$ cat src/rtl/mem_arbiter_pkg.sv
// Shared definitions for the two-port memory arbiter: one-hot FSM encodings,
// owner identifiers and the grant-selection helper.
package mem_arbiter_pkg;

  localparam int STATE_W = 3;

  localparam logic [STATE_W-1:0] S_IDLE = 3'b001;
  localparam logic [STATE_W-1:0] S_REQ  = 3'b010;
  localparam logic [STATE_W-1:0] S_RSP  = 3'b100;

  localparam logic OWN_IF = 1'b0;
  localparam logic OWN_MA = 1'b1;

  // On a tie, round-robin hands the grant to whichever port was not served last;
  // fixed priority always favours the memory-access stage.
  function automatic logic pick_owner(input logic pend_if,
                                      input logic pend_ma,
                                      input logic last,
                                      input logic rr_en);
    logic sel;
    if (pend_if && pend_ma) begin
      sel = rr_en ? ~last : OWN_MA;
    end else if (pend_ma) begin
      sel = OWN_MA;
    end else begin
      sel = OWN_IF;
    end
    return sel;
  endfunction

endpackage

$ cat src/rtl/mem_arbiter_if.sv
// Bundle of the fetch port, memory-access port and shared memory channel
// seen by the arbiter; slave is the arbiter's view, master the environment's.
interface mem_arbiter_if;

  logic [31:0] IF_Addr;
  logic        IF_MemRead;
  logic        IF_Req_Ready;
  logic [31:0] IF_Read_data;
  logic        IF_Read_data_Valid;
  logic        IF_Read_data_Ready;

  logic [31:0] MA_Addr;
  logic        MA_MemRead;
  logic        MA_MemWrite;
  logic [31:0] MA_Write_data;
  logic [3:0]  MA_Write_strb;
  logic        MA_Req_Ready;
  logic [31:0] MA_Read_data;
  logic        MA_Read_data_Valid;
  logic        MA_Read_data_Ready;

  logic [31:0] Mem_Addr;
  logic        MemRead;
  logic        MemWrite;
  logic [31:0] Write_data;
  logic [3:0]  Write_strb;
  logic        Mem_Req_Ready;
  logic [31:0] Read_data;
  logic        Read_data_Valid;
  logic        Read_data_Ready;

  logic        Owner;

  modport slave (
    input  IF_Addr, IF_MemRead, IF_Read_data_Ready,
    output IF_Req_Ready, IF_Read_data, IF_Read_data_Valid,
    input  MA_Addr, MA_MemRead, MA_MemWrite, MA_Write_data, MA_Write_strb,
    input  MA_Read_data_Ready,
    output MA_Req_Ready, MA_Read_data, MA_Read_data_Valid,
    output Mem_Addr, MemRead, MemWrite, Write_data, Write_strb,
    input  Mem_Req_Ready,
    input  Read_data, Read_data_Valid,
    output Read_data_Ready,
    output Owner
  );

  modport master (
    output IF_Addr, IF_MemRead, IF_Read_data_Ready,
    input  IF_Req_Ready, IF_Read_data, IF_Read_data_Valid,
    output MA_Addr, MA_MemRead, MA_MemWrite, MA_Write_data, MA_Write_strb,
    output MA_Read_data_Ready,
    input  MA_Req_Ready, MA_Read_data, MA_Read_data_Valid,
    input  Mem_Addr, MemRead, MemWrite, Write_data, Write_strb,
    output Mem_Req_Ready,
    output Read_data, Read_data_Valid,
    input  Read_data_Ready,
    input  Owner
  );

endinterface

$ cat src/rtl/mem_arbiter.sv
// Arbitrates instruction-fetch and memory-access requests onto one memory port,
// keeping at most one transaction in flight (request phase, then read response).
module mem_arbiter
  import mem_arbiter_pkg::*;
#(
  parameter bit RR_EN = 1'b1
) (
  input logic          clk,
  input logic          rst,
  mem_arbiter_if.slave bus
);

  logic [STATE_W-1:0] state;
  logic               owner;
  logic               last;
  logic               is_write;

  logic pend_if;
  logic pend_ma;
  logic any_pend;
  logic sel;
  logic rsp_ready;

  assign pend_if  = bus.IF_MemRead;
  assign pend_ma  = bus.MA_MemRead | bus.MA_MemWrite;
  assign any_pend = pend_if | pend_ma;
  assign sel      = pick_owner(pend_if, pend_ma, last, RR_EN);

  // NOTE: sequential state uses non-blocking assignments so every register
  // samples pre-edge values, independent of statement order.
  always_ff @(posedge clk or negedge rst) begin
    if (!rst) begin
      state    <= S_IDLE;
      owner    <= OWN_IF;
      last     <= OWN_IF;
      is_write <= 1'b0;
    end else begin
      case (state)
        S_IDLE: begin
          if (any_pend) begin
            state    <= S_REQ;
            owner    <= sel;
            is_write <= (sel == OWN_MA) && bus.MA_MemWrite;
          end
        end
        S_REQ: begin
          if (bus.Mem_Req_Ready) begin
            last  <= owner;
            state <= is_write ? S_IDLE : S_RSP;
          end
        end
        S_RSP: begin
          if (bus.Read_data_Valid && rsp_ready) begin
            state <= S_IDLE;
          end
        end
        default: state <= S_IDLE;
      endcase
    end
  end

  // NOTE: every output gets a default before the branches so no path leaves a
  // signal unassigned, which would otherwise infer a latch.
  always_comb begin
    bus.Mem_Addr           = '0;
    bus.MemRead            = 1'b0;
    bus.MemWrite           = 1'b0;
    bus.Write_data         = '0;
    bus.Write_strb         = '0;
    bus.IF_Req_Ready       = 1'b0;
    bus.MA_Req_Ready       = 1'b0;
    bus.IF_Read_data       = '0;
    bus.IF_Read_data_Valid = 1'b0;
    bus.MA_Read_data       = '0;
    bus.MA_Read_data_Valid = 1'b0;
    rsp_ready              = 1'b0;

    if (state == S_REQ) begin
      if (owner == OWN_MA) begin
        bus.Mem_Addr     = bus.MA_Addr;
        bus.MemRead      = bus.MA_MemRead;
        bus.MemWrite     = bus.MA_MemWrite;
        bus.Write_data   = bus.MA_Write_data;
        bus.Write_strb   = bus.MA_Write_strb;
        bus.MA_Req_Ready = bus.Mem_Req_Ready;
      end else begin
        bus.Mem_Addr     = bus.IF_Addr;
        bus.MemRead      = bus.IF_MemRead;
        bus.IF_Req_Ready = bus.Mem_Req_Ready;
      end
    end

    // The response channel is steered to the owner only while a read is outstanding.
    if (state == S_RSP) begin
      if (owner == OWN_MA) begin
        rsp_ready              = bus.MA_Read_data_Ready;
        bus.MA_Read_data       = bus.Read_data;
        bus.MA_Read_data_Valid = bus.Read_data_Valid;
      end else begin
        rsp_ready              = bus.IF_Read_data_Ready;
        bus.IF_Read_data       = bus.Read_data;
        bus.IF_Read_data_Valid = bus.Read_data_Valid;
      end
    end
  end

  assign bus.Read_data_Ready = rsp_ready;
  assign bus.Owner           = owner;

endmodule

$ cat src/flat_wrapper.sv
// flat-port wrapper written by rule: the top's interface ports become plain ports
module mem_arbiter_flat import mem_arbiter_pkg::*;
#(
  parameter bit RR_EN = 1'b1
)
  (clk, rst, bus_IF_Addr, bus_IF_MemRead, bus_IF_Read_data_Ready, bus_IF_Req_Ready, bus_IF_Read_data, bus_IF_Read_data_Valid, bus_MA_Addr, bus_MA_MemRead, bus_MA_MemWrite, bus_MA_Write_data, bus_MA_Write_strb, bus_MA_Read_data_Ready, bus_MA_Req_Ready, bus_MA_Read_data, bus_MA_Read_data_Valid, bus_Mem_Addr, bus_MemRead, bus_MemWrite, bus_Write_data, bus_Write_strb, bus_Mem_Req_Ready, bus_Read_data, bus_Read_data_Valid, bus_Read_data_Ready, bus_Owner);
  mem_arbiter_if bus_i ();
  input logic clk;
  input logic rst;
  input wire logic [$bits(bus_i.IF_Addr)-1:0] bus_IF_Addr;
  input wire logic [$bits(bus_i.IF_MemRead)-1:0] bus_IF_MemRead;
  input wire logic [$bits(bus_i.IF_Read_data_Ready)-1:0] bus_IF_Read_data_Ready;
  output wire logic [$bits(bus_i.IF_Req_Ready)-1:0] bus_IF_Req_Ready;
  output wire logic [$bits(bus_i.IF_Read_data)-1:0] bus_IF_Read_data;
  output wire logic [$bits(bus_i.IF_Read_data_Valid)-1:0] bus_IF_Read_data_Valid;
  input wire logic [$bits(bus_i.MA_Addr)-1:0] bus_MA_Addr;
  input wire logic [$bits(bus_i.MA_MemRead)-1:0] bus_MA_MemRead;
  input wire logic [$bits(bus_i.MA_MemWrite)-1:0] bus_MA_MemWrite;
  input wire logic [$bits(bus_i.MA_Write_data)-1:0] bus_MA_Write_data;
  input wire logic [$bits(bus_i.MA_Write_strb)-1:0] bus_MA_Write_strb;
  input wire logic [$bits(bus_i.MA_Read_data_Ready)-1:0] bus_MA_Read_data_Ready;
  output wire logic [$bits(bus_i.MA_Req_Ready)-1:0] bus_MA_Req_Ready;
  output wire logic [$bits(bus_i.MA_Read_data)-1:0] bus_MA_Read_data;
  output wire logic [$bits(bus_i.MA_Read_data_Valid)-1:0] bus_MA_Read_data_Valid;
  output wire logic [$bits(bus_i.Mem_Addr)-1:0] bus_Mem_Addr;
  output wire logic [$bits(bus_i.MemRead)-1:0] bus_MemRead;
  output wire logic [$bits(bus_i.MemWrite)-1:0] bus_MemWrite;
  output wire logic [$bits(bus_i.Write_data)-1:0] bus_Write_data;
  output wire logic [$bits(bus_i.Write_strb)-1:0] bus_Write_strb;
  input wire logic [$bits(bus_i.Mem_Req_Ready)-1:0] bus_Mem_Req_Ready;
  input wire logic [$bits(bus_i.Read_data)-1:0] bus_Read_data;
  input wire logic [$bits(bus_i.Read_data_Valid)-1:0] bus_Read_data_Valid;
  output wire logic [$bits(bus_i.Read_data_Ready)-1:0] bus_Read_data_Ready;
  output wire logic [$bits(bus_i.Owner)-1:0] bus_Owner;
  assign bus_i.IF_Addr = bus_IF_Addr;
  assign bus_i.IF_MemRead = bus_IF_MemRead;
  assign bus_i.IF_Read_data_Ready = bus_IF_Read_data_Ready;
  assign bus_IF_Req_Ready = bus_i.IF_Req_Ready;
  assign bus_IF_Read_data = bus_i.IF_Read_data;
  assign bus_IF_Read_data_Valid = bus_i.IF_Read_data_Valid;
  assign bus_i.MA_Addr = bus_MA_Addr;
  assign bus_i.MA_MemRead = bus_MA_MemRead;
  assign bus_i.MA_MemWrite = bus_MA_MemWrite;
  assign bus_i.MA_Write_data = bus_MA_Write_data;
  assign bus_i.MA_Write_strb = bus_MA_Write_strb;
  assign bus_i.MA_Read_data_Ready = bus_MA_Read_data_Ready;
  assign bus_MA_Req_Ready = bus_i.MA_Req_Ready;
  assign bus_MA_Read_data = bus_i.MA_Read_data;
  assign bus_MA_Read_data_Valid = bus_i.MA_Read_data_Valid;
  assign bus_Mem_Addr = bus_i.Mem_Addr;
  assign bus_MemRead = bus_i.MemRead;
  assign bus_MemWrite = bus_i.MemWrite;
  assign bus_Write_data = bus_i.Write_data;
  assign bus_Write_strb = bus_i.Write_strb;
  assign bus_i.Mem_Req_Ready = bus_Mem_Req_Ready;
  assign bus_i.Read_data = bus_Read_data;
  assign bus_i.Read_data_Valid = bus_Read_data_Valid;
  assign bus_Read_data_Ready = bus_i.Read_data_Ready;
  assign bus_Owner = bus_i.Owner;
  mem_arbiter #(.RR_EN(RR_EN)) u_core (.clk(clk), .rst(rst), .bus(bus_i));
endmodule
$ cat config.mk
export PLATFORM = sky130hd
export DESIGN_NAME = mem_arbiter_flat
export DESIGN_NICKNAME = d
export VERILOG_FILES = /design/src/rtl/mem_arbiter_pkg.sv /design/src/rtl/mem_arbiter_if.sv /design/src/rtl/mem_arbiter.sv /design/src/flat_wrapper.sv
export SDC_FILE = /design/constraint.sdc
export NUM_CORES = 1
export LEC_CHECK = 0
export BUFFER_PORTS_ARGS = -buffer_cell sky130_fd_sc_hd__buf_2
export CORE_AREA = 2 2 108 110
export CTS_CLUSTER_DIAMETER = 60
export DETAILED_ROUTE_END_ITERATION = 10
export DIE_AREA = 0 0 110 112
export PLACE_DENSITY = 0.54
export SLEW_MARGIN = 15
export SYNTH_ARGS = -nofsm -noshare
export SYNTH_HDL_FRONTEND = slang
export SYNTH_SLANG_ARGS = --single-unit
export TNS_END_PERCENT = 100
$ cat constraint.sdc
create_clock -name clk -period 2.2 [get_ports clk]
set_input_delay 0.22 -clock clk [delete_from_list [all_inputs] [get_ports clk]]
set_output_delay 0.22 -clock clk [all_outputs]
set_load 0.01 [all_outputs]
==> Word-level counts from Yosys, hierarchy flattened <==
Cells that the tools add are included.
Widths: inputs -> output; s select.
{ "word_totals": {"reg_bits": 6, "in_bits": 141, "out_inout_bits": 140, "word_cells": 50} }
{ "op_classes": {"n_eq_ne": 6, "mux": 31, "bitwise": 3, "n_reduce_logical": 6} }
{ "op_table": {"columns": ["operator", "n"], "rows": [
  ["$mux 32", 8],
  ["$mux 1", 16],
  ["$mux 3", 4],
  ["$pmux 3 s3", 1],
  ["$mux 4", 2],
  ["$ne 2x1->1 const B", 2],
  ["$reduce_and 2->1", 2],
  ["$eq 3x1->1 const B", 1],
  ["$eq 3x2->1 const B", 1],
  ["$eq 3x3->1 const B", 1],
  ["$logic_and 1x1->1", 3],
  ["$reduce_and 3->1", 1],
  ["$ne 2x2->1 const B", 1],
  ["$or 1x1->1", 2],
  ["$not 1->1", 1]
]} }

==> Depth between registers and ports, before layout <==
Gate-level depths: netlist of run 1.
{ "depth": {"ltp_word": 5, "depth_mapped": 4, "depth_no_buf": 3} }

==> Worst setup path after synthesis of run 1 <==
Ideal clock, no wire load.
{ "synth_path": {"path_kind": "flip-flop to output port", "startpoint": "register u_core.state[2]", "endpoint": "output bus_IF_Read_data[10]", "arrival_time_ns": 1.278, "required_time_ns": 1.980, "path_slack_ns": 0.702, "path_stages_with_launch": 5, "path_buffers": 1, "path_cell_list": "dfrtp_1 -> or3b_4 -> nor2_8 -> buf_6 -> and2_1"} }
{ "synth_between": {"elab_chain_len": 2} }
{ "synth_rtl": {"columns": ["item", "line", "text"], "rows": [
  ["start: declaration", "mem_arbiter.sv:13", "logic [STATE_W-1:0] state;"],
  ["start signal: assignment", "mem_arbiter.sv:49", "state <= is_write ? S_IDLE : S_RSP;"],
  ["$eq 3x3->1", "mem_arbiter.sv:94", "if (state == S_RSP) begin"],
  ["$mux 32", "mem_arbiter.sv:94", null],
  ["end: declaration", "flat_wrapper.sv:14", "output wire logic [$bits(bus_i.IF_Read_data)-1:0] bus_IF_Read_data;"]
]} }
Every way passes these cells.

==> Final worst setup path of run 1 <==
{ "layout_path": {"startpoint": "register u_core.state[2]", "endpoint": "output bus_IF_Read_data[17]"} }
Same word-level chain as after synthesis.

==> impl_metrics.ini, run 1 <==
[outcome]
run_status = finished clean

[global_routing]
grt_first_pass_wirelength_microns = 11400
number_of_antenna_violations_at_the_first_check_in_global_routing = 0
grt_pass1_vias = 2339
globalRouteOverflowTotal = 0
pin_count_of_the_biggest_net_entering_global_routing = 40
gr-usage-all-layers = 0.120

[setup_path]
worst_r2r_path_depth = 4
ff2ff_setup_slack_ns = 0.81
r2r_start = u_core.state[2]
regToRegEndpoint = u_core.last
end_kind = output pin
worstPathMaxFanout = 33
startpoint_type = flip-flop
path_class = reg -> out
critical_path_required_ns = 1.98
cp.arrival_ns = 1.77

[sta]
post-route-min-period_ns = 1.99
clock-skew-final_ns = 0.00359
fmaxAchievable_mhz = 501
timing.final.max_slew_violations = 0
worst_slew_pin_slew_ns = 0.344
grt_setup_unrepaired = false
setup_total_negative_slack_ns = 0
finalSetupViolations = 0
slew-limit-headroom = 0.771
period_share = 0.907
hold_viol = 0
holdWs_ns = 0.263

[die]
top_level_ports = 281
die_area_sq_um = 12300
std_cell_rows = 39
floorplan.die.width_microns = 110
die_h_microns = 112
floorplan.core_area_sq_um = 11200
start_util = 0.143

[finish]
antenna_diode_instance_count = 0
instances_no_fill = 637
syn_to_final_growth_pct = 101
finish.net_count = 636
drive_above_1_share = 0.597

[worst_hold_path]
worstHoldStart = bus_Mem_Req_Ready
hp-class = in -> reg
worst_hold_path.endpoint = u_core.state[1]
min_delay_path_depth = 2

[power_and_ir_drop]
comb_power_share = 0.740
worst_vdd_rail_ir_drop_mv = 0.319
sw_share = 0.467
netSwitchingPower_mw = 1.03
pwr-share-clk = 0.139
power.internal_mw = 1.17
p_seq_frac = 0.121
power_per_cell_area_nw_per_um2 = 684
leakage_component_of_the_power_nw = 2.29

[routing]
detailedRoute.firstPassIterationCount = 3
routed-via-count = 2579
routed_wl_microns = 8210
drt_iter0_drc = 57
drt_drc_violations_left = 0
ant_nets = 0
post_drt_via_cell_ratio = 4.05
wire_per_inst_microns = 12.9

[clock_tree]
cts_root_buffer = sky130_fd_sc_hd__clkbuf_16
clock_transition_at_the_register_clock_pins_on_the_worst_setup_and_hold_paths_after_cts_ns = 0.03
worstSkewPairLatency_ns = 0.23
tritoncts = yes
post_cts_buffers = 0
cts_htree_levels = 1
cts-root-to-sink-buffers = 2
cts.sinks = 6
cts_buffer_count = 3

[flow_run]
max_cap_viol_count = 0

[yosys]
ys_ff_latch = 6
synth.net_count = 366
synth.cell_area_sq_um = 1600
synth_sequential_area_ratio = 0.0946
synth-warning-count = 0
post_synth.cell_area_avg_sq_um = 7.11
synth_cells = 225
yosysUniqueCellTypes = 25

[place]
gpl.final_weighted_congestion = 0.740
hpwl_microns = 7250
placed_instances = 632
port_buffers = 280
[critical path, cell delays in order (launching register included)]
cell and delay (ns):
sky130_fd_sc_hd__dfrtp_1 0.44, sky130_fd_sc_hd__or3b_4 0.49, sky130_fd_sc_hd__nor2_8 0.29, sky130_fd_sc_hd__and2_1 0.18, sky130_fd_sc_hd__buf_2 0.13
[placed cells by master (no fill, tap or decap)]
master / instances
sky130_fd_sc_hd__o31ai_1: 1
sky130_fd_sc_hd__a32o_1: 1
sky130_fd_sc_hd__nor3b_4: 1
sky130_fd_sc_hd__clkbuf_16: 3
sky130_fd_sc_hd__o221a_1: 1
sky130_fd_sc_hd__nor2b_1: 1
sky130_fd_sc_hd__o21ai_0: 2
sky130_fd_sc_hd__nand3b_1: 1
sky130_fd_sc_hd__nand4b_1: 1
sky130_fd_sc_hd__dfrtp_1: 4
sky130_fd_sc_hd__a21o_1: 1
sky130_fd_sc_hd__dfstp_2: 1
sky130_fd_sc_hd__buf_2: 280
sky130_fd_sc_hd__or3b_4: 1
sky130_fd_sc_hd__o2bb2ai_1: 1
sky130_fd_sc_hd__clkbuf_1: 1
sky130_fd_sc_hd__buf_4: 2
sky130_fd_sc_hd__and3_1: 38
sky130_fd_sc_hd__nand2_1: 6
sky130_fd_sc_hd__mux2i_1: 34
sky130_fd_sc_hd__nor3b_2: 1
sky130_fd_sc_hd__and2_1: 66
sky130_fd_sc_hd__dfrtp_2: 1
sky130_fd_sc_hd__inv_1: 1
sky130_fd_sc_hd__o21ai_1: 1
sky130_fd_sc_hd__nor2_8: 2
sky130_fd_sc_hd__dlygate4sd3_1: 1
sky130_fd_sc_hd__nor2_1: 37
sky130_fd_sc_hd__buf_12: 3
[registers in the layout, summed over array words and instances, names as in the netlist]
signal            cells
u_core.bus.Owner      1
u_core.is_write       1
u_core.last           1
u_core.state          3
[logic make-up after synthesis]
| kind of cell | count (synthesis) | synth area share |
|---|---|---|
| AND/OR/NAND/NOR | 155 | 0.569 |
| buffers and inverters | 22 | 0.0860 |
| flip-flops | 6 | 0.0946 |
| AO/OA/AOI/OAI | 8 | 0.0375 |
| multiplexers | 34 | 0.213 |
[power by group through the flow]
stage	clock network [mW]	logic, mW	registers, mW
finish	0.306	1.63	0.267
global route	0.322	1.78	0.282
CTS	0.318	1.66	0.271
detailed placement	0	1.65	0.272
global placement	0	1.63	0.267
floorplan	0	1.02	0.217
[cells in the mapped netlist, drive strengths merged]
library cell | count | area (sq um)
dfrtp | 5 | 125
nand4b | 1 | 8.76
nor3b | 2 | 25.0
o31ai | 1 | 7.51
a32o | 1 | 10.0
o21ai | 3 | 15.0
and3 | 38 | 238
clkbuf | 9 | 33.8
nor2 | 39 | 179
nand2 | 6 | 22.5
buf | 12 | 100
nand3b | 1 | 7.51
inv | 1 | 3.75
nor2b | 1 | 6.26
o2bb2ai | 1 | 8.76
mux2i | 34 | 340
dfstp | 1 | 26.3
and2 | 66 | 413
o221a | 1 | 11.3
or3b | 1 | 11.3
a21o | 1 | 7.51
[worst max-delay path by stage]
stage                          from                    to  slack, ns  depth (start not counted)
floorplan           u_core.state[2]  bus_IF_Read_data[10]       0.70                          4
global placement    u_core.state[2]  bus_MA_Read_data[20]       0.48                          4
detailed placement  u_core.state[2]   bus_IF_Read_data[3]       0.42                          4
CTS                 u_core.state[2]   bus_IF_Read_data[3]       0.18                          4
global route        u_core.state[2]   bus_IF_Read_data[3]        0.1                          4
finish              u_core.state[2]  bus_IF_Read_data[17]       0.21                          4
[through the flow]
step | power (mW) | utilization | area, sq um | setup WS, ns
2_1_floorplan | 1.24 | - | 1600 | 0.702
3_3_place_gp | 1.89 | 0.280 | 3130 | 0.482
3_5_place_dp | 1.92 | 0.280 | 3130 | 0.422
4_1_cts | 2.24 | 0.288 | 3220 | 0.177
5_1_grt | 2.38 | 0.288 | 3220 | 0.0969
6_report | 2.20 | 0.288 | 3220 | 0.205
[repair_timing]
action	CTS	global route
hold endpoints to repair	5	0
hold buffers	1	0
resized for setup	0	0
[layer usage]
| layer | part of all wire | GRT usage |
|---|---|---|
| met2 | 0.54 | 0.252 |
| met3 | 0.091 | 0.0135 |
| met4 | 0.012 | 0.0278 |
| met5 | 0 | 0 |
| met1 | 0.36 | 0.118 |
[cell type report]
cell class / count / area [sq um]
inverter: 1 / 3.75
sequential: 6 / 153
timing repair buffer: 286 / 1490
clock buffer: 4 / 78.8
multi-input combinational: 197 / 1320
fill: 1203 / 7960
tap: 143 / 179
No activity file was read; power rests on OpenSTA's default activity.
==> run 2, diff against run 1 <==
==> constraint.sdc (replaced) <==
create_clock -name clk -period 1.9 [get_ports clk]
set_input_delay 0.19 -clock clk [delete_from_list [all_inputs] [get_ports clk]]
set_output_delay 0.19 -clock clk [all_outputs]
set_load 0.01 [all_outputs]
==> impl_metrics.ini, run 2 (same netlist as run 1, synthesis figures left out) <==
[routing]
routed-via-count = 2677
ant_nets = 0
detailedRoute.firstPassIterationCount = 6
drt_drc_violations_left = 0
drt_iter0_drc = 78
post_drt_via_cell_ratio = 4.14
wire_per_inst_microns = 14.0
routed_wl_microns = 9040

[setup_path]
critical_path_required_ns = 1.71
cp_cell_sequence = or3b_4 -> nor2_4 -> and2_4 -> buf_6
worstPathMaxFanout = 8
startpoint_type = flip-flop
slowest_stage = sky130_fd_sc_hd__or3b_4
path_class = reg -> out
worstPathBufferInverterCount = 1
cpLargestDelayFamily = simple AND/OR/NAND/NOR gates
cp.arrival_ns = 1.74
cpPeakStageDelay_ns = 0.49
end_kind = output pin

[clock_tree]
worstSkewPairLatency_ns = 0.23
cts_root_buffer = sky130_fd_sc_hd__clkbuf_16
cts_buffer_count = 3
cts-root-to-sink-buffers = 2
cts.sinks = 6
tritoncts = yes
clock_transition_at_the_register_clock_pins_on_the_worst_setup_and_hold_paths_after_cts_ns = 0.03
cts_htree_levels = 1

[finish]
largest-register = u_core.state
instances_no_fill = 646
most_common_cell_after_layout_fill_and_taps_aside = sky130_fd_sc_hd__buf_2
number_of_flip_flops_in_the_largest_register = 3
final_util = 0.302
drive_above_1_share = 0.620
syn_to_final_growth_pct = 111
finish.net_count = 645
layout.cells.most_common_list = sky130_fd_sc_hd__buf_2, sky130_fd_sc_hd__and2_1, sky130_fd_sc_hd__and3_1
antenna_diode_instance_count = 0

[global_routing]
globalRouteOverflowTotal = 0
pin_count_of_the_biggest_net_entering_global_routing = 66
number_of_antenna_violations_at_the_first_check_in_global_routing = 0
grt_first_pass_wirelength_microns = 12300
grt_pass1_vias = 2370
gr-usage-all-layers = 0.130

[sta]
worst_slew_pin_slew_ns = 0.378
grt_setup_unrepaired = true
post-route-min-period_ns = 1.93
period_share = 1.01
layout_setup_ws_ns = -0.0265
timing.final.max_slew_violations = 0
finalSetupViolations = 8
slew-limit-headroom = 0.748
hold_viol = 0
clock-skew-final_ns = 0.00406
fmaxAchievable_mhz = 519

[die]
floorplan.die.width_microns = 110
top_level_ports = 281
start_util = 0.143
floorplan.core_area_sq_um = 11200
die_area_sq_um = 12300
die_h_microns = 112
std_cell_rows = 39

[outcome]
failed_checks = negative setup slack
run_status = finished, violations left

[power_and_ir_drop]
power_per_cell_area_nw_per_um2 = 784
leakage_component_of_the_power_nw = 2.33
worst_vdd_rail_ir_drop_mv = 0.435

[place]
gpl.final_weighted_congestion = 0.756
port_buffers = 280
hpwl_microns = 7180
placed_instances = 631

[flow_run]
max_cap_viol_count = 0

[worst_hold_path]
hp-class = in -> reg
run 2: worst paths after layout:
path,depth (start not counted),slack [ns],to,start
max,4,-0.03,bus_IF_Read_data[13],u_core.state[1]
min,2,0.22,u_core.state[1],bus_Mem_Req_Ready
max reg2reg,5,0.50,u_core.last,u_core.state[2]
min reg2reg,1,0.48,u_core.last,u_core.last
max in group asynchronous,2,1.36,u_core.state[0],rst
min in group asynchronous,2,0.31,u_core.last,rst
run 2: what timing repair did:
item / 4_1_cts / 5_1_grt
cloned: 5 / 0
pin swaps: 7 / 7
gates resized for setup: 2 / 13
buffers inserted: 4 / 1
hold endpoints to repair: 6 / 0
setup endpoints to repair: 66 / 59
hold buffers: 1 / 0
run 2: metrics by stage:
stage | power [mW] | hold WS (ns) | worst slack, ns | instance area, sq um | setup TNS, ns
CTS | 2.67 | 0.227 | 0.00719 | 3320 | 0
global placement | 2.18 | 0.0222 | 0.211 | 3120 | 0
finish | 2.65 | 0.221 | -0.0265 | 3380 | -0.119
detailed placement | 2.19 | 0.0249 | 0.167 | 3120 | 0
floorplan | 1.43 | -0.106 | 0.432 | 1600 | 0
global route | 2.85 | 0.256 | -0.0308 | 3380 | -0.470
run 2: cell type report:
class | count | area, sq um
multi-input combinational | 202 | 1390
fill | 1199 | 7800
inverter | 1 | 3.75
timing repair buffer | 290 | 1570
tap | 143 | 179
clock buffer | 4 | 78.8
sequential | 6 | 155
run 2: routing by layer:
| metal | global-route usage | share of wire |
|---|---|---|
| met1 | 0.132 | 0.36 |
| met5 | 0 | 0 |
| met2 | 0.271 | 0.53 |
| met4 | 0.0304 | 0.015 |
| met3 | 0.0123 | 0.087 |
run 2: power breakdown:
group	switching, mW	internal [mW]	total, mW
sequential	0.0595	0.201	0.260
clock	0.0763	0.279	0.355
combinational	1.12	0.917	2.03
==> run 3, diff against run 2 <==
--- a/config.mk
+++ b/config.mk
@@ -11,7 +11,8 @@
 export DETAILED_ROUTE_END_ITERATION = 10
 export DIE_AREA = 0 0 110 112
 export PLACE_DENSITY = 0.54
-export SLEW_MARGIN = 15
+export REMOVE_ABC_BUFFERS = 1
+export SLEW_MARGIN = 20
 export SYNTH_ARGS = -nofsm -noshare
 export SYNTH_HDL_FRONTEND = slang
 export SYNTH_SLANG_ARGS = --single-unit
==> impl_metrics.ini, run 3 (same netlist as run 1, synthesis figures left out) <==
[outcome]
run_status = finished clean

[finish]
number_of_flip_flops_in_the_largest_register = 3
finish.net_count = 642
syn_to_final_growth_pct = 106
most_common_cell_after_layout_fill_and_taps_aside = sky130_fd_sc_hd__buf_2
final.fill_count = 1221
final_util = 0.295
antenna_diode_instance_count = 0
layout.cells.most_common_list = sky130_fd_sc_hd__buf_2, sky130_fd_sc_hd__and2_1, sky130_fd_sc_hd__and3_1
largest-register = u_core.state
drive_above_1_share = 0.610

[setup_path]
startpoint_type = flip-flop
r2r_start = u_core.state[2]
path_class = reg -> out
cp.arrival_ns = 1.67
worst_r2r_path_depth = 5
slowest_stage = sky130_fd_sc_hd__or3b_4
critical_path_required_ns = 1.71
worstPathBufferInverterCount = 1
cp_cell_sequence = or3b_4 -> nor2_8 -> and2_1 -> buf_2
ff2ff_setup_slack_ns = 0.55
cpLargestDelayFamily = simple AND/OR/NAND/NOR gates
regToRegEndpoint = u_core.last
end_kind = output pin
cpPeakStageDelay_ns = 0.52
worstPathMaxFanout = 17

[sta]
grt_setup_unrepaired = true
setup_total_negative_slack_ns = 0
slew-limit-headroom = 0.776
clock-skew-final_ns = 0.00166
period_share = 0.977
post-route-min-period_ns = 1.86
worst_slew_pin_slew_ns = 0.336
holdWs_ns = 0.251
timing.final.max_slew_violations = 0
hold_viol = 0
layout_setup_ws_ns = 0.0434
fmaxAchievable_mhz = 539
finalSetupViolations = 0

[power_and_ir_drop]
worst_vdd_rail_ir_drop_mv = 0.385
power_per_cell_area_nw_per_um2 = 754
finalPower_mw = 2.48
leakage_component_of_the_power_nw = 2.31

[die]
die_h_microns = 112
std_cell_rows = 39
start_util = 0.143
floorplan.core_area_sq_um = 11200
top_level_ports = 281
floorplan.die.width_microns = 110
die_area_sq_um = 12300

[routing]
ant_nets = 0
routed-via-count = 2620
drt_drc_violations_left = 0
routed_wl_microns = 7830
drt_iter0_drc = 58
post_drt_via_cell_ratio = 4.07
wire_per_inst_microns = 12.2
detailedRoute.firstPassIterationCount = 4

[worst_hold_path]
min_delay_path_depth = 2
worst_hold_path.endpoint = u_core.state[1]
hp-class = in -> reg
worstHoldStart = bus_Mem_Req_Ready

[clock_tree]
tritoncts = yes
cts.sinks = 6
cts_root_buffer = sky130_fd_sc_hd__clkbuf_16
clock_transition_at_the_register_clock_pins_on_the_worst_setup_and_hold_paths_after_cts_ns = 0.03
cts_htree_levels = 1
cts_buffer_count = 3
worstSkewPairLatency_ns = 0.23
cts-root-to-sink-buffers = 2

[place]
placement.setup.worst_slack_ns = 0.170
gpl.final_weighted_congestion = 0.726
hpwl_microns = 6220
port_buffers = 280

[flow_run]
max_cap_viol_count = 0

[global_routing]
number_of_antenna_violations_at_the_first_check_in_global_routing = 0
grt_first_pass_wirelength_microns = 11000
globalRouteOverflowTotal = 0
gr-usage-all-layers = 0.112
pin_count_of_the_biggest_net_entering_global_routing = 58
grt_pass1_vias = 2249
-- run 3: where the power goes --
| group | internal (mW) | switching, mW |
|---|---|---|
| sequential | 0.197 | 0.0900 |
| clock | 0.278 | 0.0686 |
| combinational | 0.851 | 0.999 |
| total | 1.33 | 1.16 |
-- run 3: what timing repair did --
item / CTS / global route
hold buffers: 1 / 0
endpoints found under the hold margin: 5 / 0
resized for setup: 0 / 7
endpoints found under the setup margin: 66 / 23
pin swaps: 5 / 2
gates cloned: 3 / 0
setup buffers: 4 / 0
-- run 3: how the worst max path moves through the flow --
stage,slack (ns),start,end,cells past startpoint
3_5_place_dp,0.17,u_core.state[2],bus_IF_Read_data[6],4
3_3_place_gp,0.23,u_core.state[2],bus_IF_Read_data[6],4
5_1_grt,-0.003,u_core.state[1],bus_MA_Read_data[12],4
4_1_cts,0.02,u_core.state[1],bus_MA_Read_data[3],4
6_report,0.04,u_core.state[1],bus_MA_Read_data[3],4
2_1_floorplan,-1.02,u_core.bus.Owner,bus_MA_Read_data[0],3
-- run 3: through the flow --
stage / cell area [sq um] / instances
CTS: 3270 / 643
floorplan: 1470 / 204
finish: 3290 / 643
global route: 3290 / 643
detailed placement: 3090 / 631
global placement: 3090 / 631
-- run 3: cell type report --
type,count,area [sq um],area share
Timing Repair Buffer,289,1530,0.463
Multi-Input combinational cell,200,1360,0.411
Tap cell,143,179,0.0543
Clock buffer,4,78.8,0.0239
Inverter,1,3.75,0.00114
Sequential cell,6,153,0.0463
-- run 3: routing by layer --
layer | up-vias | GRT usage | share of wire
met2 | 113 | 0.213 | 0.55
met3 | 2 | 0.0164 | 0.071
li1 | 1308 | - | -
met5 | - | 0 | 0
met1 | 1197 | 0.128 | 0.37
met4 | 0 | 0.0245 | 0.0054
